[src/rtl/exc_sched_pkg.sv]
// Shared CPU defines for the exception scheduler: FSM states, ExcCodes,
// exception-vector bit positions and the exception entry address.
package exc_sched_pkg;

   typedef enum logic [1:0] {
      ST_IDLE  = 2'd0,
      ST_FLUSH = 2'd1,
      ST_CP0WR = 2'd2,
      ST_REDIR = 2'd3
   } exc_state_e;

   localparam int EXC_VEC_W = 9;

   // exc_vec_i is packed {int, adel_if, ri, ov, trap, sys, bp, adel_d, ades}
   localparam int EV_INT     = 8;
   localparam int EV_ADEL_IF = 7;
   localparam int EV_RI      = 6;
   localparam int EV_OV      = 5;
   localparam int EV_TRAP    = 4;
   localparam int EV_SYS     = 3;
   localparam int EV_BP      = 2;
   localparam int EV_ADEL_D  = 1;
   localparam int EV_ADES    = 0;

   localparam logic [4:0] EXC_INT  = 5'd0;
   localparam logic [4:0] EXC_ADEL = 5'd4;
   localparam logic [4:0] EXC_ADES = 5'd5;
   localparam logic [4:0] EXC_SYS  = 5'd8;
   localparam logic [4:0] EXC_BP   = 5'd9;
   localparam logic [4:0] EXC_RI   = 5'd10;
   localparam logic [4:0] EXC_OV   = 5'd12;
   localparam logic [4:0] EXC_TR   = 5'd13;

   localparam logic [31:0] EXC_VECTOR = 32'hBFC0_0380;

   typedef struct packed {
      logic        is_exc;
      logic [4:0]  exccode;
      logic [31:0] epc;
      logic        bd;
      logic [31:0] badvaddr;
      logic        bv_we;
      logic [31:0] redir_pc;
   } exc_req_t;

endpackage

[src/rtl/exc_sched_if.sv]
// MEM-stage request, CP0 write and fetch-redirect signals of the exception scheduler.
interface exc_sched_if;
   import exc_sched_pkg::*;

   logic                 mem_valid_i;
   logic [31:0]          mem_pc_i;
   logic                 mem_bd_i;
   logic [EXC_VEC_W-1:0] exc_vec_i;
   logic                 eret_i;
   logic [31:0]          badvaddr_i;
   logic [31:0]          epc_i;
   logic                 redirect_ready_i;

   logic                 busy_o;
   logic                 flush_o;
   logic                 cp0_we_o;
   logic                 cp0_eret_o;
   logic [4:0]           cp0_exccode_o;
   logic [31:0]          cp0_epc_o;
   logic                 cp0_bd_o;
   logic [31:0]          cp0_badvaddr_o;
   logic                 cp0_bv_we_o;
   logic                 redirect_valid_o;
   logic [31:0]          redirect_pc_o;

   modport slave (
      input  mem_valid_i, mem_pc_i, mem_bd_i, exc_vec_i, eret_i, badvaddr_i, epc_i,
             redirect_ready_i,
      output busy_o, flush_o, cp0_we_o, cp0_eret_o, cp0_exccode_o, cp0_epc_o, cp0_bd_o,
             cp0_badvaddr_o, cp0_bv_we_o, redirect_valid_o, redirect_pc_o
   );

   modport master (
      output mem_valid_i, mem_pc_i, mem_bd_i, exc_vec_i, eret_i, badvaddr_i, epc_i,
             redirect_ready_i,
      input  busy_o, flush_o, cp0_we_o, cp0_eret_o, cp0_exccode_o, cp0_epc_o, cp0_bd_o,
             cp0_badvaddr_o, cp0_bv_we_o, redirect_valid_o, redirect_pc_o
   );

endinterface

[src/rtl/exc_prio_enc.sv]
// Fixed-priority cause encoder: picks the highest pending exception and
// reports its ExcCode and whether it updates BadVAddr.
module exc_prio_enc
   import exc_sched_pkg::*;
(
   input  logic [EXC_VEC_W-1:0] exc_vec_i,
   output logic [4:0]           exccode_o,
   output logic                 hit_o,
   output logic                 bv_we_o
);

   always_comb begin
      exccode_o = EXC_INT;
      bv_we_o   = 1'b0;
      hit_o     = |exc_vec_i;
      if (exc_vec_i[EV_INT])            exccode_o = EXC_INT;
      else if (exc_vec_i[EV_ADEL_IF]) begin
         exccode_o = EXC_ADEL;
         bv_we_o   = 1'b1;
      end
      else if (exc_vec_i[EV_RI])        exccode_o = EXC_RI;
      else if (exc_vec_i[EV_OV])        exccode_o = EXC_OV;
      else if (exc_vec_i[EV_TRAP])      exccode_o = EXC_TR;
      else if (exc_vec_i[EV_SYS])       exccode_o = EXC_SYS;
      else if (exc_vec_i[EV_BP])        exccode_o = EXC_BP;
      else if (exc_vec_i[EV_ADEL_D]) begin
         exccode_o = EXC_ADEL;
         bv_we_o   = 1'b1;
      end
      else if (exc_vec_i[EV_ADES]) begin
         exccode_o = EXC_ADES;
         bv_we_o   = 1'b1;
      end
   end

endmodule

[src/rtl/exc_sched.sv]
// Exception/ERET scheduler: captures a MEM-stage request, then sequences
// pipeline flush, CP0 update and fetch redirect.
module exc_sched
   import exc_sched_pkg::*;
(
   input  logic        clk,
   input  logic        resetn,
   exc_sched_if.slave  bus
);

   exc_state_e state, nxt;
   exc_req_t   cap, cap_d;
   logic [4:0] enc_code;
   logic       enc_hit, enc_bv_we, req_hit;

   exc_prio_enc u_prio (
      .exc_vec_i (bus.exc_vec_i),
      .exccode_o (enc_code),
      .hit_o     (enc_hit),
      .bv_we_o   (enc_bv_we)
   );

   assign req_hit = bus.mem_valid_i && (enc_hit || bus.eret_i);

   // Exceptions win over ERET: an ERET payload is only used when no cause bit is set.
   always_comb begin
      cap_d          = '0;
      cap_d.is_exc   = enc_hit;
      cap_d.exccode  = enc_code;
      cap_d.bd       = bus.mem_bd_i;
      cap_d.epc      = bus.mem_bd_i ? bus.mem_pc_i - 32'd4 : bus.mem_pc_i;
      cap_d.bv_we    = enc_bv_we;
      if (enc_bv_we)
         cap_d.badvaddr = (!bus.exc_vec_i[EV_INT] && bus.exc_vec_i[EV_ADEL_IF]) ?
                          bus.mem_pc_i : bus.badvaddr_i;
      cap_d.redir_pc = enc_hit ? EXC_VECTOR : bus.epc_i;
   end

   always_ff @(posedge clk or negedge resetn) begin
      if (!resetn) begin
         state <= ST_IDLE;
         cap   <= '0;
      end else begin
         state <= nxt;
         if (state == ST_IDLE && req_hit) cap <= cap_d;
      end
   end

   always_comb begin
      nxt = state;
      case (state)
         ST_IDLE:  if (req_hit) nxt = ST_FLUSH;
         ST_FLUSH: nxt = ST_CP0WR;
         ST_CP0WR: nxt = ST_REDIR;
         ST_REDIR: if (bus.redirect_ready_i) nxt = ST_IDLE;
         default:  nxt = ST_IDLE;
      endcase
   end

   assign bus.busy_o           = (state != ST_IDLE);
   assign bus.flush_o          = (state == ST_FLUSH);
   assign bus.cp0_we_o         = (state == ST_CP0WR) &&  cap.is_exc;
   assign bus.cp0_eret_o       = (state == ST_CP0WR) && !cap.is_exc;
   assign bus.cp0_exccode_o    = cap.exccode;
   assign bus.cp0_epc_o        = cap.epc;
   assign bus.cp0_bd_o         = cap.bd;
   assign bus.cp0_badvaddr_o   = cap.badvaddr;
   assign bus.cp0_bv_we_o      = bus.cp0_we_o && cap.bv_we;
   assign bus.redirect_valid_o = (state == ST_REDIR);
   assign bus.redirect_pc_o    = cap.redir_pc;

endmodule

[src/flat_wrapper.sv]
// flat-port wrapper written by rule: the top's interface ports become plain ports
module exc_sched_flat import exc_sched_pkg::*;
  (clk, resetn, bus_mem_valid_i, bus_mem_pc_i, bus_mem_bd_i, bus_exc_vec_i, bus_eret_i, bus_badvaddr_i, bus_epc_i, bus_redirect_ready_i, bus_busy_o, bus_flush_o, bus_cp0_we_o, bus_cp0_eret_o, bus_cp0_exccode_o, bus_cp0_epc_o, bus_cp0_bd_o, bus_cp0_badvaddr_o, bus_cp0_bv_we_o, bus_redirect_valid_o, bus_redirect_pc_o);
  exc_sched_if bus_i ();
  input  logic clk;
  input  logic resetn;
  input wire logic [$bits(bus_i.mem_valid_i)-1:0] bus_mem_valid_i;
  input wire logic [$bits(bus_i.mem_pc_i)-1:0] bus_mem_pc_i;
  input wire logic [$bits(bus_i.mem_bd_i)-1:0] bus_mem_bd_i;
  input wire logic [$bits(bus_i.exc_vec_i)-1:0] bus_exc_vec_i;
  input wire logic [$bits(bus_i.eret_i)-1:0] bus_eret_i;
  input wire logic [$bits(bus_i.badvaddr_i)-1:0] bus_badvaddr_i;
  input wire logic [$bits(bus_i.epc_i)-1:0] bus_epc_i;
  input wire logic [$bits(bus_i.redirect_ready_i)-1:0] bus_redirect_ready_i;
  output wire logic [$bits(bus_i.busy_o)-1:0] bus_busy_o;
  output wire logic [$bits(bus_i.flush_o)-1:0] bus_flush_o;
  output wire logic [$bits(bus_i.cp0_we_o)-1:0] bus_cp0_we_o;
  output wire logic [$bits(bus_i.cp0_eret_o)-1:0] bus_cp0_eret_o;
  output wire logic [$bits(bus_i.cp0_exccode_o)-1:0] bus_cp0_exccode_o;
  output wire logic [$bits(bus_i.cp0_epc_o)-1:0] bus_cp0_epc_o;
  output wire logic [$bits(bus_i.cp0_bd_o)-1:0] bus_cp0_bd_o;
  output wire logic [$bits(bus_i.cp0_badvaddr_o)-1:0] bus_cp0_badvaddr_o;
  output wire logic [$bits(bus_i.cp0_bv_we_o)-1:0] bus_cp0_bv_we_o;
  output wire logic [$bits(bus_i.redirect_valid_o)-1:0] bus_redirect_valid_o;
  output wire logic [$bits(bus_i.redirect_pc_o)-1:0] bus_redirect_pc_o;
  assign bus_i.mem_valid_i = bus_mem_valid_i;
  assign bus_i.mem_pc_i = bus_mem_pc_i;
  assign bus_i.mem_bd_i = bus_mem_bd_i;
  assign bus_i.exc_vec_i = bus_exc_vec_i;
  assign bus_i.eret_i = bus_eret_i;
  assign bus_i.badvaddr_i = bus_badvaddr_i;
  assign bus_i.epc_i = bus_epc_i;
  assign bus_i.redirect_ready_i = bus_redirect_ready_i;
  assign bus_busy_o = bus_i.busy_o;
  assign bus_flush_o = bus_i.flush_o;
  assign bus_cp0_we_o = bus_i.cp0_we_o;
  assign bus_cp0_eret_o = bus_i.cp0_eret_o;
  assign bus_cp0_exccode_o = bus_i.cp0_exccode_o;
  assign bus_cp0_epc_o = bus_i.cp0_epc_o;
  assign bus_cp0_bd_o = bus_i.cp0_bd_o;
  assign bus_cp0_badvaddr_o = bus_i.cp0_badvaddr_o;
  assign bus_cp0_bv_we_o = bus_i.cp0_bv_we_o;
  assign bus_redirect_valid_o = bus_i.redirect_valid_o;
  assign bus_redirect_pc_o = bus_i.redirect_pc_o;
  exc_sched u_core (.clk(clk), .resetn(resetn), .bus(bus_i));
endmodule
[config.mk]
export PLATFORM = sky130hd
export DESIGN_NAME = exc_sched_flat
export DESIGN_NICKNAME = d
export VERILOG_FILES = /design/src/rtl/exc_sched_pkg.sv /design/src/rtl/exc_sched_if.sv /design/src/rtl/exc_prio_enc.sv /design/src/rtl/exc_sched.sv /design/src/flat_wrapper.sv
export SDC_FILE = /design/constraint.sdc
export NUM_CORES = 1
export LEC_CHECK = 0
export CAP_MARGIN = 20
export CORE_MARGIN = 5
export CORE_UTILIZATION = 45
export DETAILED_ROUTE_END_ITERATION = 8
export PLACE_DENSITY_LB_ADDON = 0.25
export SKIP_CTS_REPAIR_TIMING = 1
export SLEW_MARGIN = 20
export SYNTH_ARGS = -nofsm -noshare
export SYNTH_HDL_FRONTEND = slang
export SYNTH_SLANG_ARGS = --single-unit
[constraint.sdc]
create_clock -name clk -period 1.85 [get_ports clk]
set_input_delay 0.2775 -clock clk [delete_from_list [all_inputs] [get_ports clk]]
set_output_delay 0.2775 -clock clk [all_outputs]
set_load 0.01 [all_outputs]
-- Word level (Yosys, flattened, before mapping)
Cells that the tools add are included.
- equality and inequality tests: 5
- muxes and demuxes: 25
- add/subtract/negate cells: 1
- reduce and logical (&&, ||, !) cells: 13
- operator list (cell ; count):
    $mux W32 ; 4
    $sub A32 B3 Y32 const B ; 1
    $mux W4 ; 7
    $mux W1 ; 9
    $reduce_or A9 Y1 ; 1
    $pmux W2 S4 ; 1
    $logic_and A1 B1 Y1 ; 6
    $mux W3 ; 2
    $eq A2 B2 Y1 const B ; 2
    $mux W2 ; 2
    $eq A2 B1 Y1 const B ; 1
    $logic_not A1 Y1 ; 2
    $logic_not A2 Y1 ; 1
    $ne A2 B1 Y1 const B ; 1
    $ne A2 B2 Y1 const B ; 1
    $reduce_and A2 Y1 ; 1
    $reduce_bool A2 Y1 ; 1
    $logic_or A1 B1 Y1 ; 1
- word-level logic and storage cells: 52
- input port bits: 111
- register bits after elaboration: 106
- output and inout port bits: 108

-- Logic depth before layout (Yosys ltp)
- word-level depth: 10
- mapped depth: 8
- mapped depth without buffers: 6

-- By module
A second synthesis with hierarchy kept.
- cells, all modules: 622
- area, all modules: 5950.7 um^2
- by module, submodules not included (module ; times used ; area each (um^2) ; seq. area each (um^2) ; cells each):
    exc_sched ; 1 ; 5828.1 ; 2652.5 ; 602
    exc_prio_enc ; 1 ; 122.6 ; 0.0 ; 20

-- Worst setup path before layout
OpenSTA, ideal clock, no wires.
- path type: input-to-reg
- start point: in bus_exc_vec_i[3]
- end point: reg u_core.cap (netlist bit u_core.bus.redirect_pc_o[22])
- setup time: 121 ps
- required time: 1729 ps
- arrival time: 1765 ps
- path slack: -36 ps
- stages: 6
- buffers on the path: 3
- cell sequence: or4_1 buf_2 o41a_1 buf_4 buf_6 o22a_1
- word-level cells in the longest chain between the ends: 4
- elaborated cells on any way between the ends: 5
- those cells by class: mux: 1; reduce/logical: 4
- RTL lines (item ; line ; source):
    from (decl) ; flat_wrapper.sv:10 ; input wire logic [$bits(bus_i.exc_vec_i)-1:0] bus_exc_vec_i;
    $reduce_or A9 Y1 * ; exc_prio_enc.sv:15 ; hit_o = |exc_vec_i;
    $logic_or A1 B1 Y1 ; exc_sched.sv:23 ; assign req_hit = bus.mem_valid_i && (enc_hit || bus.eret_i);
    $logic_and A1 B1 Y1 ; exc_sched.sv:23 ;
    $logic_and A1 B1 Y1 ; exc_sched.sv:45 ; if (state == ST_IDLE && req_hit) cap <= cap_d;
    to (signal assigned) ; exc_sched.sv:45 ;
    to (decl) ; exc_sched.sv:12 ; exc_req_t cap, cap_d;
Mark *: on every way between the ends. The rest lies on a longest branch, timed or not.
A chain may end at the register's enable or synchronous reset.

-- Final worst setup path
- start point: in bus_mem_pc_i[3]
- end point: reg u_core.cap (netlist bit u_core.bus.cp0_epc_o[26])
- word-level cells in the longest chain between the ends: 2
- RTL lines (item ; line ; source):
    from (decl) ; flat_wrapper.sv:8 ; input wire logic [$bits(bus_i.mem_pc_i)-1:0] bus_mem_pc_i;
    $sub A32 B3 Y32 ; exc_sched.sv:31 ; cap_d.epc = bus.mem_bd_i ? bus.mem_pc_i - 32'd4 : bus.mem_pc_i;
    $mux W32 ; exc_sched.sv:31 ;
No other way between the ends.

==> summary.md <==
| Metric | Value |
|---|---|
| DR vias/cell | 5.20 |
| Row cnt | 41 |
| Most frequent cells in the layout | 182 x clkdlybuf4s50_1, 105 x dfrtp_1, 72 x buf_4 |
| Clock Latency Late Sink | 0.35 ns |
| Peak supply drop | 0.584 mV |
| CP startpoint kind | input port |
| Initial drt markers | 202 |
| Max-slew violations | 0 |
| Routed wl met3 | 1170 µm |
| Leak Pwr | 3.98 nW |
| Main synth FF type | dfrtp_1 |
| Antenna cells | 0 |
| Vias in the first global route | 4884 |
| Kind of critical path | input port to register |
| Number of H-tree levels | 3 |
| Starting Density | 45.6% |
| Highest metal used | met4 |
| Bufs and invs on worst path | 5 |
| Hpwl dp | 12200 µm |
| Drc violations | 0 |
| Mapped Nets | 689 |
| Area grow syn2layout | 49.0% |
| Path type of the worst min-delay path | input port to asynchronous set/reset pin |
| Data required time at the worst endpoint | 2.06 ns |
| GRT Overall Usage | 21.0% |
| Final ANT Viol Nets | 0 |
| Hold Fails Final Rpt | 24 |
| Seq/Total Area, Yosys | 45.8% |
| Congestion Overflow GR | 0 |
| Yosys Warn Count | 0 |
| Clock tree from TritonCTS | yes |
| IO Count | 219 |
| Synth area leaders | dfrtp_1 46%, buf_4 14%, mux2i_1 5.2% |
| Vias | 4865 |
| Final Skew | 0.0109 ns |
| Peak fanout along the critical path | 5 |
| Cell variety after synth | 49 |
| Slew @ Worst Pin | 0.595 ns |
| Top cell type's share of synthesized area | 45.8% |
| CTS Buffer Depth | 2 |
| Critical Path Sink Type | register |
| Critical Path AT | 2.02 ns |
| First-pass GRT wire length | 24900 µm |
| CP peak stage delay | 0.42 ns |
| Worst-path clk slew | 0.08 ns |
| Met2 wire len | 8510 µm |
| Rel. slew slack | 60.3% |
| Tot Pwr | 9.43 mW |
| Slowest CP cell | o31ai_1 |
| Final hold slack | -0.0417 ns |
| Failing checks | hold timing |
| Pwr Density | 1100 nW/µm² |
| Placer's final routability congestion estimate | 0.863 |
| Placed inst area | 7900 µm² |
| Core ar. | 12600 µm² |
| Avg Cell Area, Syn | 10.0 µm² |
| TritonCTS buffer count | 9 |
| Most common cell after layout, fill and taps aside | clkdlybuf4s50_1 |
| EDFF count, synth | 0 |
| Clk sinks | 105 |
| Crit path max-delay family | buffers and inverters |
| F_max | 0.553 GHz |
| Wire per inst | 18.0 µm |
| Synthesized flop and latch total | 105 |
| Final setup viols | 0 |
| Async SR Flop Fraction | 100% |
| Design area | 8540 µm² |
| Post-Synthesis Cell Area | 5740 µm² |
| Drt total wl | 16900 µm |
| Layout cell share with drive strength beyond 1 | 17.1% |
| Number of nets in the layout | 875 |
| Initial antenna violation count | 0 |
| # Max-Cap Violations | 0 |
| Die area | 15100 µm² |
| Crit path time final | 1.81 ns |
| Die X-Extent | 123 µm |
| Crit path cell chain | dlymetal6s2s_1 > inv_2 > ha_1 > nor3b_2 > buf_4 > nand4_1 > buf_6 > buf_4 > o31ai_1 > a31oi_4 |
| Die H | 123 µm |
| I/O Buffers | 217 |
| Post-Syn Instances | 573 |
| DRT Pass-1 Iters | 4 |
| Clock root buffer | clkbuf_16 |
| Metal-1 WL | 6860 µm |
| Final worst-path cycle share | 97.7% |
| Status | finished, violations left |
| Most used cell, CP | buf_4 |
| Area leader, netlist | dfrtp_1 |
| Largest net degree at the start of global routing | 106 |
[synth_stat cells (2+ instances only)]
cell type  number
buf_4         110
dfrtp_1       105
nand2_1        65
o21ai_0        57
mux2i_1        30
nor2_1         22
a22o_1         20
o22a_1         14
clkbuf_1       12
a31oi_1        11
xnor2_1        11
buf_2           9
nor4_1          9
inv_1           8
or3_1           8
o31ai_1         7
or4_1           7
a21oi_1         6
nor3_1          6
ha_1            5
nand4_1         5
nand3_1         4
xor2_1          4
mux2_2          3
and2_1          2
and3_1          2
buf_6           2
nand2b_1        2
nor2b_1         2
nor3b_1         2
o21ai_1         2
o41a_1          2
o41ai_1         2
or4b_1          2
[cells by family (layout without fill, tap and decap cells)]
family	count (synthesis)	after routing	synth area share, %
AND/OR/NAND/NOR	147	147	13.3
buffers and inverters	141	332	16.9
AO/OA/AOI/OAI	126	126	14.7
flip-flops	105	105	45.8
multiplexers	33	33	5.82
XOR/XNOR	15	15	2.29
adder cells (fa/ha/maj)	5	5	1.09
other	1	1	0.0654
[worst reg2reg max path, cell delays in order, from the launching register on]
cell and delay, ns:
dfrtp_1 0.42, inv_1 0.10, ha_1 0.17, and2_1 0.23, o41a_4 0.27, buf_12 0.14, mux2_2 0.32
[per-layer routing]
metal / vias to the layer above / GRT usage [%]
met2: 171 / 36.1
met1: 2379 / 26.0
met5: - / 0
met3: 22 / 4.48
met4: 0 / 7.42
li1: 2293 / -
[flip-flops by register name, indices dropped and copies added (netlist names)]
| register | count |
|---|---|
| u_core.bus.cp0_badvaddr_o | 32 |
| u_core.bus.cp0_bd_o | 1 |
| u_core.bus.cp0_epc_o | 32 |
| u_core.bus.cp0_exccode_o | 4 |
| u_core.bus.redirect_pc_o | 32 |
| u_core.cap | 2 |
| u_core.state | 2 |
[final timing paths]
check	from	to	slack (ns)	cells past startpoint
setup / recovery	bus_mem_pc_i[3]	u_core.bus.cp0_epc_o[26]	0.04	10
hold / removal	resetn	u_core.bus.redirect_pc_o[6]	-0.04	2
setup reg to reg	u_core.state[0]	u_core.bus.cp0_epc_o[17]	0.09	6
hold reg to reg	u_core.cap[32]	u_core.cap[32]	0.48	2
max in group asynchronous	resetn	u_core.bus.cp0_badvaddr_o[21]	1.41	2
min in group clk	bus_exc_vec_i[8]	u_core.bus.cp0_exccode_o[2]	0.31	3
[power breakdown]
group | leakage [nW] | switching [mW] | internal, mW
Combinational | 2.53 | 1.76 | 2.30
Sequential | 1.31 | 0.435 | 3.01
Clock | 0.143 | 0.966 | 0.955
Total | 3.98 | 3.16 | 6.27
[area by class of cell]
class,instances,area [µm²]
clock buffers,9,225
clock inverters,7,72.6
fillers,957,4030
inverters,8,30.0
multi-input cells,327,2220
flip-flops and latches,105,2630
well taps,172,215
repair buffers,308,3150
[stage by stage]
step / util, % / cells / hold WS, ns / worst slack [ns] / TNS [ns]
6_report: 68.0 / 936 / -0.0417 / 0.0427 / 0
5_1_grt: 68.0 / 936 / 0.0301 / -0.0855 / -0.0955
4_1_cts: 65.2 / 926 / 0.0133 / -0.298 / -15.15
3_5_place_dp: 62.8 / 910 / 0.401 / -0.658 / -52.63
3_3_place_gp: 62.8 / 910 / 0.388 / -0.594 / -48.70
2_1_floorplan: - / 573 / -0.0181 / -0.0142 / -0.170
Note: power is estimated with default switching activity, not from simulation.
